==> src/rtl/uart_tx_fifo.sv <==
// uart_tx_fifo: UART transmitter fed by a small circular FIFO.
// Ports: clk/reset (sync, active-high); tx_start/tx_byte push a word when tx_ready;
// tx_serial is the line (idle high, LSB first); tx_busy = frame running or FIFO
// non-empty; tx_ready = FIFO not full; fifo_count = occupancy; tx_overflow pulses
// while tx_start is asserted against a full FIFO.
module uart_tx_fifo #(
   parameter int CLKS_PER_BIT = 5208,
   parameter int DATA_BITS    = 8,
   parameter int PARITY       = 0,
   parameter int STOP_BITS    = 1,
   parameter int FIFO_DEPTH   = 4
) (
   input  logic                          clk,
   input  logic                          reset,
   input  logic                          tx_start,
   input  logic [DATA_BITS-1:0]          tx_byte,
   output logic                          tx_serial,
   output logic                          tx_busy,
   output logic                          tx_ready,
   output logic [$clog2(FIFO_DEPTH):0]   fifo_count,
   output logic                          tx_overflow
);
   localparam int AW = $clog2(FIFO_DEPTH);
   typedef enum logic [2:0] {S_IDLE, S_START, S_DATA, S_PARITY, S_STOP} state_t;
   state_t state, state_n;
   logic [DATA_BITS-1:0] mem [FIFO_DEPTH];
   logic [AW-1:0] wr_ptr, rd_ptr;
   logic [15:0] bit_cnt;
   logic [3:0] bit_idx;
   logic [DATA_BITS-1:0] shift;
   logic par_bit, push, pop, bit_end;

   assign tx_ready    = fifo_count < (AW+1)'(FIFO_DEPTH);
   assign push        = tx_start && tx_ready && !reset;
   assign tx_overflow = tx_start && !tx_ready && !reset;
   assign tx_busy     = state != S_IDLE || fifo_count != '0;
   assign bit_end     = bit_cnt == 16'(CLKS_PER_BIT - 1);
   assign tx_serial   = state == S_START ? 1'b0 : state == S_DATA ? shift[0] :
                        state == S_PARITY ? par_bit : 1'b1;

   always_comb begin
      state_n = state;
      pop = 1'b0;
      case (state)
         S_IDLE: begin
            pop = fifo_count != '0;
            state_n = pop ? S_START : S_IDLE;
         end
         S_START:  state_n = bit_end ? S_DATA : S_START;
         S_DATA:   state_n = (bit_end && bit_idx == 4'(DATA_BITS - 1)) ?
                             (PARITY != 0 ? S_PARITY : S_STOP) : S_DATA;
         S_PARITY: state_n = bit_end ? S_STOP : S_PARITY;
         S_STOP: begin
            // back-to-back frames: the next word is popped on the closing stop edge
            if (bit_end && bit_idx == 4'(STOP_BITS - 1)) begin
               pop = fifo_count != '0;
               state_n = pop ? S_START : S_IDLE;
            end
         end
         default:  state_n = S_IDLE;
      endcase
   end

   always_ff @(posedge clk) begin
      if (reset) begin
         state   <= S_IDLE;
         bit_cnt <= '0;
         bit_idx <= '0;
         shift   <= '0;
         par_bit <= 1'b0;
      end else begin
         state   <= state_n;
         bit_cnt <= (state == S_IDLE || bit_end) ? '0 : bit_cnt + 16'd1;
         // bit_idx counts data bits in S_DATA and stop bits in S_STOP
         bit_idx <= state_n != state ? '0 : bit_end ? bit_idx + 4'd1 : bit_idx;
         shift   <= pop ? mem[rd_ptr] : (state == S_DATA && bit_end) ? shift >> 1 : shift;
         par_bit <= pop ? (^mem[rd_ptr]) ^ (PARITY == 2) : par_bit;
      end
   end

   always_ff @(posedge clk) begin
      if (reset) begin
         wr_ptr     <= '0;
         rd_ptr     <= '0;
         fifo_count <= '0;
      end else begin
         wr_ptr     <= push ? wr_ptr + AW'(1) : wr_ptr;
         rd_ptr     <= pop ? rd_ptr + AW'(1) : rd_ptr;
         fifo_count <= fifo_count + (AW+1)'(push) - (AW+1)'(pop);
      end
   end

   always_ff @(posedge clk) begin
      if (push) mem[wr_ptr] <= tx_byte;
   end
endmodule

==> config.mk <==
export PLATFORM = sky130hd
export DESIGN_NAME = uart_tx_fifo
export DESIGN_NICKNAME = d
export VERILOG_FILES = /design/src/rtl/uart_tx_fifo.sv
export SDC_FILE = /design/constraint.sdc
export NUM_CORES = 1
export LEC_CHECK = 0
export BUFFER_PORTS_ARGS = -buffer_cell sky130_fd_sc_hd__buf_2
export CORE_AREA = 8 8 91 93
export CTS_BUF_LIST = sky130_fd_sc_hd__clkbuf_8 sky130_fd_sc_hd__clkbuf_16
export DETAILED_ROUTE_END_ITERATION = 10
export DIE_AREA = 0 0 99 101
export GPL_ROUTABILITY_DRIVEN = 0
export PLACE_DENSITY_LB_ADDON = 0.3
export SYNTH_ARGS = -nofsm -noshare
export SYNTH_HDL_FRONTEND = slang
export SYNTH_SLANG_ARGS = --single-unit
==> constraint.sdc <==
create_clock -name clk -period 3.65 [get_ports clk]
set_clock_uncertainty 0.15 [all_clocks]
set_input_delay 0.365 -clock clk [delete_from_list [all_inputs] [get_ports clk]]
set_output_delay 0.365 -clock clk [all_outputs]
set_load 0.1 [all_outputs]
==> results.yml, run 1 <==
pwr:
  internal_power_w: 0.00161
  power_density_nw_per_um2: 717
  p_switching_w: 0.000958
  ir_drop_mv: 0.329
  power_frac_comb_pct: 33.8
  p_clk_share_pct: 25.9
  p_seq_share_pct: 40.3
  swShare_pct: 37.3
  p_leak_nw: 1.21
min_path:
  hp-class: "input pin to register"
cts:
  clockRootBuffer: "clkbuf_8"
  cts_sinks: 73
  cts_hold_buf: 0
  worstSkewPairLatency_ns: 0.35
  post_cts_buffers: 0
  htree_levels: 3
  clk_pin_slew_ns: 0.09
  clockBufferDepth: 2
  ctsResizeCount: 0
  numCtsBuffers: 9
  cts_tree: "yes"
critical_path:
  critPathKind: "register to register"
  required_ns: 3.73
  cp.arrival_ns: 3.17
  critPathMaxFanout: 5
  startpoint_type: "register"
  end_kind: "register"
  r2r_slack_ns: 0.55
routing:
  num_vias: 2082
  drtAntennaViolNets: 0
  dr.pass1.iters: 4
  finalWirelength_um: 5730
  wl_per_cell_um: 14.9
  viasPerCell: 5.42
  route.detailed.drc: 0
  drt_iter0_drc: 81
final_layout:
  nets: 317
  fill_cells: 607
  drive_above_1_share_pct: 18.5
  antenna_cells: 0
  areaGrowthSynthToFinish_pct: 11.3
synthesis:
  synth_area_leaders: "edfxtp_1, dfxtp_1, mux4_2, xnor2_1, nor2_1"
  syn_nets: 298
  synth.largest_area_cell: "edfxtp_1"
  ys_seq_area_share_pct: 55.3
  synth_flop_cell: "dfxtp_1"
  yosysWarnings: 0
  synth_cell_types: 51
  syn_avg_cell_area_um2: 11.6
  async_reset_ff_share_pct: 0
  synth_seq_cells: 73
  synth_edf_count: 32
  syn_area_um2: 3220
  synth_top_cell_area_share_pct: 29.8
  syn_inst: 278
timing:
  tns_ns: 0
  period_minus_slack_ns: 3.10
  max_freq_mhz: 323
  worst_slew_pin_slew_ns: 0.539
  setup_viol: 0
  hold_slack_ns: 0.0768
  drv_slew: 0
  timing.final.crit_share_pct: 84.8
  grt_setup_unrepaired: "false"
  finalHoldViolCount: 0
  maxSlewHeadroom_pct: 64.1
placement:
  port_buffers: 17
  hpwl_um: 3970
global_route:
  grt_pass1_wl_um: 9910
  grt_pass1_vias: 2088
  overflow: 0
  grt_max_degree: 23
  grt.total_usage_pct: 12.6
  antenna_found_initial: 0
die:
  ios: 18
  row_count: 31
  die_x_um: 99
  die_y_um: 101
  core-area_um2: 6940
  start_util_pct: 46.4
  die_area_um2: 10000
run:
  cap_violations: 0
run_status:
  status: "finished, final reports clean"
[critical path, stage by stage (launching register included)]
cell and delay, ns:
dfxtp_1 0.35, or4b_1 0.55, or4_4 0.57, o21ai_4 0.16
nand2_2 0.10, xnor2_2 0.16, ha_1 0.16, inv_1 0.05
fa_1 0.37, xnor2_1 0.18, xnor2_1 0.13, nor2_1 0.05
[final timing paths]
path | from | to | cells past startpoint
worst min register to register | bit_cnt[0]$_SDFF_PP0_ | bit_cnt[0]$_SDFF_PP0_ | 1
worst max register to register | bit_cnt[8]$_SDFF_PP0_ | fifo_count[2]$_SDFF_PP0_ | 11
worst max-delay path | bit_cnt[8]$_SDFF_PP0_ | fifo_count[2]$_SDFF_PP0_ | 11
worst min-delay path | tx_byte[4] | mem[0][4]$_DFFE_PP_ | 1
[area by class of cell]
class	count	area (um2)	area share, %
Tap cell	82	103	2.86
Inverter	12	45.0	1.26
Clock buffer	9	124	3.46
Timing Repair Buffer	20	108	3.00
Multi-Input combinational cell	181	1340	37.3
Clock inverter	7	86.3	2.41
Sequential cell	73	1780	49.7
[metrics by stage]
step	instance area [um2]	power, W	setup slack, ns	util (%)	instances
2_1_floorplan	3220	0.00177	0.118	-	278
3_3_place_gp	3370	0.00191	0.627	48.6	368
3_5_place_dp	3370	0.00192	0.542	48.6	368
4_1_cts	3580	0.00260	0.536	51.6	384
5_1_grt	3580	0.00272	0.397	51.6	384
6_report	3580	0.00257	0.555	51.6	384
[flip-flops by register name, summed over array words and instances (netlist names), named ones only]
| register | count |
|---|---|
| mem | 32 |
| bit_cnt | 16 |
| shift | 8 |
| bit_idx | 4 |
| fifo_count | 3 |
| state | 3 |
| rd_ptr | 2 |
| wr_ptr | 2 |
| par_bit | 1 |
[cell usage after synthesis, drive strengths merged, types with 2 or more instances]
master	instances
dfxtp	41
and2	4
nand4	3
mux4	8
xnor2	18
o31ai	2
nand2	15
or3b	2
nor2b	2
o211ai	2
nor3	6
nor3b	3
and3	3
or2	3
edfxtp	32
a32oi	7
or4b	3
inv	12
clkbuf	6
nand3	14
nor2	30
or4	2
xor2	9
o21ai	6
ha	8
or3	2
buf	6
a21oi	17
[power groups by stage]
stage,logic (W),clock network [W],registers [W]
detailed placement,0.000869,0,0.00106
CTS,0.000871,0.000686,0.00104
global placement,0.000859,0,0.00105
finish,0.000867,0.000666,0.00103
floorplan,0.000675,0,0.00110
global route,0.000943,0.000724,0.00105
[cells by family (layout without fill, tap and decap cells)]
kind of cell | count (synthesis) | count (layout) | synth area share (%)
AO/OA/AOI/OAI | 40 | 40 | 8.16
XOR/XNOR | 27 | 27 | 7.58
adder cells (fa/ha/maj) | 9 | 9 | 3.73
buffers and inverters | 24 | 48 | 3.19
flip-flops | 73 | 73 | 55.3
multiplexers | 8 | 8 | 5.60
AND/OR/NAND/NOR | 97 | 97 | 16.4
[per-layer routing]
| metal | vias up | global-route usage, % | routed length (um) |
|---|---|---|---|
| met2 | 38 | 20.4 | 2760 |
| li1 | 1042 | - | - |
| met3 | 7 | 3.66 | 231 |
| met5 | - | 0 | 0 |
| met1 | 995 | 15.1 | 2650 |
| met4 | 0 | 6.38 | 88 |
[layout by cell type (no fill, tap or decap), types with 5 or more instances in the layout]
cell      instances
ha_1              8
clkbuf_8          9
mux4_2            8
xnor2_1          17
nand2_1          14
dfxtp_1          41
edfxtp_1         32
a32oi_1           7
a21oi_1          17
xor2_1            9
nor3_1            5
nor2_1           30
buf_2            17
inv_1            12
nand3_1          13
(Power assumes the default switching activity.)
==> run 2, diff against run 1 <==
--- a/config.mk
+++ b/config.mk
@@ -5,11 +5,12 @@
 export SDC_FILE = /design/constraint.sdc
 export NUM_CORES = 1
 export LEC_CHECK = 0
+export ABC_AREA = 1
 export BUFFER_PORTS_ARGS = -buffer_cell sky130_fd_sc_hd__buf_2
-export CORE_AREA = 8 8 91 93
+export CORE_AREA = 8 8 98 100
 export CTS_BUF_LIST = sky130_fd_sc_hd__clkbuf_8 sky130_fd_sc_hd__clkbuf_16
 export DETAILED_ROUTE_END_ITERATION = 10
-export DIE_AREA = 0 0 99 101
+export DIE_AREA = 0 0 106 108
 export GPL_ROUTABILITY_DRIVEN = 0
 export PLACE_DENSITY_LB_ADDON = 0.3
 export SYNTH_ARGS = -nofsm -noshare
==> constraint.sdc (replaced) <==
create_clock -name clk -period 3.2 [get_ports clk]
set_clock_uncertainty 0.15 [all_clocks]
set_input_delay 0.32 -clock clk [delete_from_list [all_inputs] [get_ports clk]]
set_output_delay 0.32 -clock clk [all_outputs]
set_load 0.1 [all_outputs]
==> run 2 against run 1 <==
Clock-buffer cell count rose by 1. Final area rose by 16%. Worst setup slack improved by 0.11 ns. Hold slack worse by 0.040 ns. Flip-flop and latch count did not move. Core utilization rose by 0.22 points. Register-to-register slack better by 0.11 ns. Combinational power rose by 46%.
==> results.yml, run 2 <==
run_status:
  status: "finished, final reports clean"
die:
  ios: 18
  core-area_um2: 8050
  die_area_um2: 11400
  die_y_um: 108
  die_x_um: 106
  start_util_pct: 46.6
  row_count: 33
global_route:
  grt_pass1_wl_um: 13100
  grt_max_degree: 20
  grt.total_usage_pct: 14.3
  overflow: 0
  grt_pass1_vias: 2915
  antenna_found_initial: 0
timing:
  maxSlewHeadroom_pct: 49.6
  tns_ns: 0
  period_minus_slack_ns: 2.53
  max_freq_mhz: 395
  grt_setup_unrepaired: "false"
  hold_slack_ns: 0.0365
  worst_slew_pin_slew_ns: 0.754
  drv_slew: 0
  timing.final.crit_share_pct: 79.1
  setup_viol: 0
  finalHoldViolCount: 0
routing:
  finalWirelength_um: 7600
  dr.pass1.iters: 5
  num_vias: 3018
  drtAntennaViolNets: 0
  wl_per_cell_um: 12.7
  route.detailed.drc: 0
  viasPerCell: 5.05
  drt_iter0_drc: 157
final_layout:
  reg_top3: "mem (32), bit_cnt (16), shift (8)"
  nets: 508
  largest_reg_flops: 32
  fill_cells: 767
  regMostFlops: "mem"
  antenna_cells: 0
  layout_common_cells: "nand2_1, inv_1, nand3_1"
  drive_above_1_share_pct: 15.0
  fin_area_um2: 4170
  final_common_cell: "nand2_1"
  areaGrowthSynthToFinish_pct: 11.2
cts:
  post_cts_buffers: 0
  cts_tree: "yes"
  ctsResizeCount: 0
  clockRootBuffer: "clkbuf_8"
  clockBufferDepth: 2
  htree_levels: 3
  clk_pin_slew_ns: 0.08
  worstSkewPairLatency_ns: 0.35
  numCtsBuffers: 9
  cts_sinks: 73
  cts_hold_buf: 0
placement:
  dpl_cell_area_um2: 3940
  port_buffers: 17
  hpwl_um: 5440
synthesis:
  netlist_top_cells_count: "nand2_1, inv_1, nand3_1"
  async_reset_ff_share_pct: 0
  syn_area_um2: 3750
  synth_area_leaders: "edfxtp_1, dfxtp_1, nand2_1, nand3_1, inv_1"
  ys_seq_area_share_pct: 47.5
  syn_inst: 466
  synth_edf_count: 32
  synth.largest_area_cell: "edfxtp_1"
  synth_cell_types: 41
  yosysMostFrequentCell: "nand2_1"
  syn_nets: 486
  synth_seq_cells: 73
  synth_flop_cell: "dfxtp_1"
  syn_avg_cell_area_um2: 8.05
  synth_top_cell_area_share_pct: 25.6
  yosysWarnings: 0
pwr:
  p_leak_nw: 1.71
  p_seq_share_pct: 36.6
  swShare_pct: 42.1
  internal_power_w: 0.00192
  power_frac_comb_pct: 38.2
  p_switching_w: 0.00140
  power_density_nw_per_um2: 796
  p_clk_share_pct: 25.3
  ir_drop_mv: 0.268
critical_path:
  end_kind: "register"
  startpoint_type: "register"
  cp.arrival_ns: 2.66
  critPathMaxFanout: 12
  required_ns: 3.33
  critPathKind: "register to register"
min_path:
  hp-class: "input pin to register"
run:
  cap_violations: 0
## run 2: logic make-up after synthesis
kind of cell | count (synthesis) | share of synthesized area [%]
adders and majority gates | 9 | 3.20
and+or+nand+nor | 275 | 34.5
DFF | 73 | 47.5
AOI/OAI and AO/OA | 32 | 4.80
xor gates and xnor gates | 8 | 1.87
buffers and inverters | 69 | 8.10
## run 2: path summary, 6_finish.rpt
check | startpoint | end | slack (ns) | depth (start not counted)
worst max-delay path | bit_idx[1]$_SDFFE_PP0P_ | fifo_count[2]$_SDFF_PP0_ | 0.67 | 13
worst min-delay path | tx_byte[6] | mem[3][6]$_DFFE_PP_ | 0.04 | 1
worst max register to register | bit_idx[1]$_SDFFE_PP0P_ | fifo_count[2]$_SDFF_PP0_ | 0.67 | 13
worst min register to register | bit_cnt[0]$_SDFF_PP0_ | bit_cnt[0]$_SDFF_PP0_ | 0.30 | 1
## run 2: critical path, cell delays in order (launching register included)
cell     delay, ns
dfxtp_1       0.33
inv_1         0.08
ha_1          0.14
nor3b_1       0.33
nand3_2       0.16
nand2_4       0.13
nand2_4       0.13
xor2_1        0.17
ha_1          0.16
inv_1         0.05
fa_1          0.35
inv_1         0.07
o21ai_0       0.08
a21oi_1       0.13
## run 2: per-stage QoR
stage / total power [W] / util [%] / setup slack [ns] / std cells
2_1_floorplan: 0.00229 / - / 0.0173 / 466
3_3_place_gp: 0.00247 / 48.9 / 0.781 / 582
3_5_place_dp: 0.00250 / 48.9 / 0.680 / 582
4_1_cts: 0.00335 / 51.8 / 0.654 / 598
5_1_grt: 0.00357 / 51.8 / 0.448 / 598
6_report: 0.00332 / 51.8 / 0.668 / 598
## run 2: layout make-up
| class | count | area, um2 | area share [%] |
|---|---|---|---|
| Multi-Input combinational cell | 324 | 1680 | 40.2 |
| Sequential cell | 73 | 1780 | 42.7 |
| Tap cell | 105 | 131 | 3.15 |
| Clock buffer | 10 | 149 | 3.57 |
| Timing Repair Buffer | 21 | 115 | 2.76 |
| Inverter | 59 | 229 | 5.49 |
| Clock inverter | 6 | 87.6 | 2.10 |
## run 2: power by group through the flow
stage | Sequential (W) | Combinational [W] | Clock, W
2_1_floorplan | 0.00127 | 0.00102 | 0
3_3_place_gp | 0.00123 | 0.00124 | 0
3_5_place_dp | 0.00123 | 0.00127 | 0
4_1_cts | 0.00122 | 0.00127 | 0.000864
5_1_grt | 0.00123 | 0.00143 | 0.000910
6_report | 0.00121 | 0.00127 | 0.000840
## run 2: layer usage
layer  vias up  track usage (%)  part of all wire [%]
met1      1401             16.9                    47
met4         0             4.92                   1.2
li1       1558                -                     -
met3         8             4.10                   4.4
met5         -                0                     0
met2        51             24.3                    47
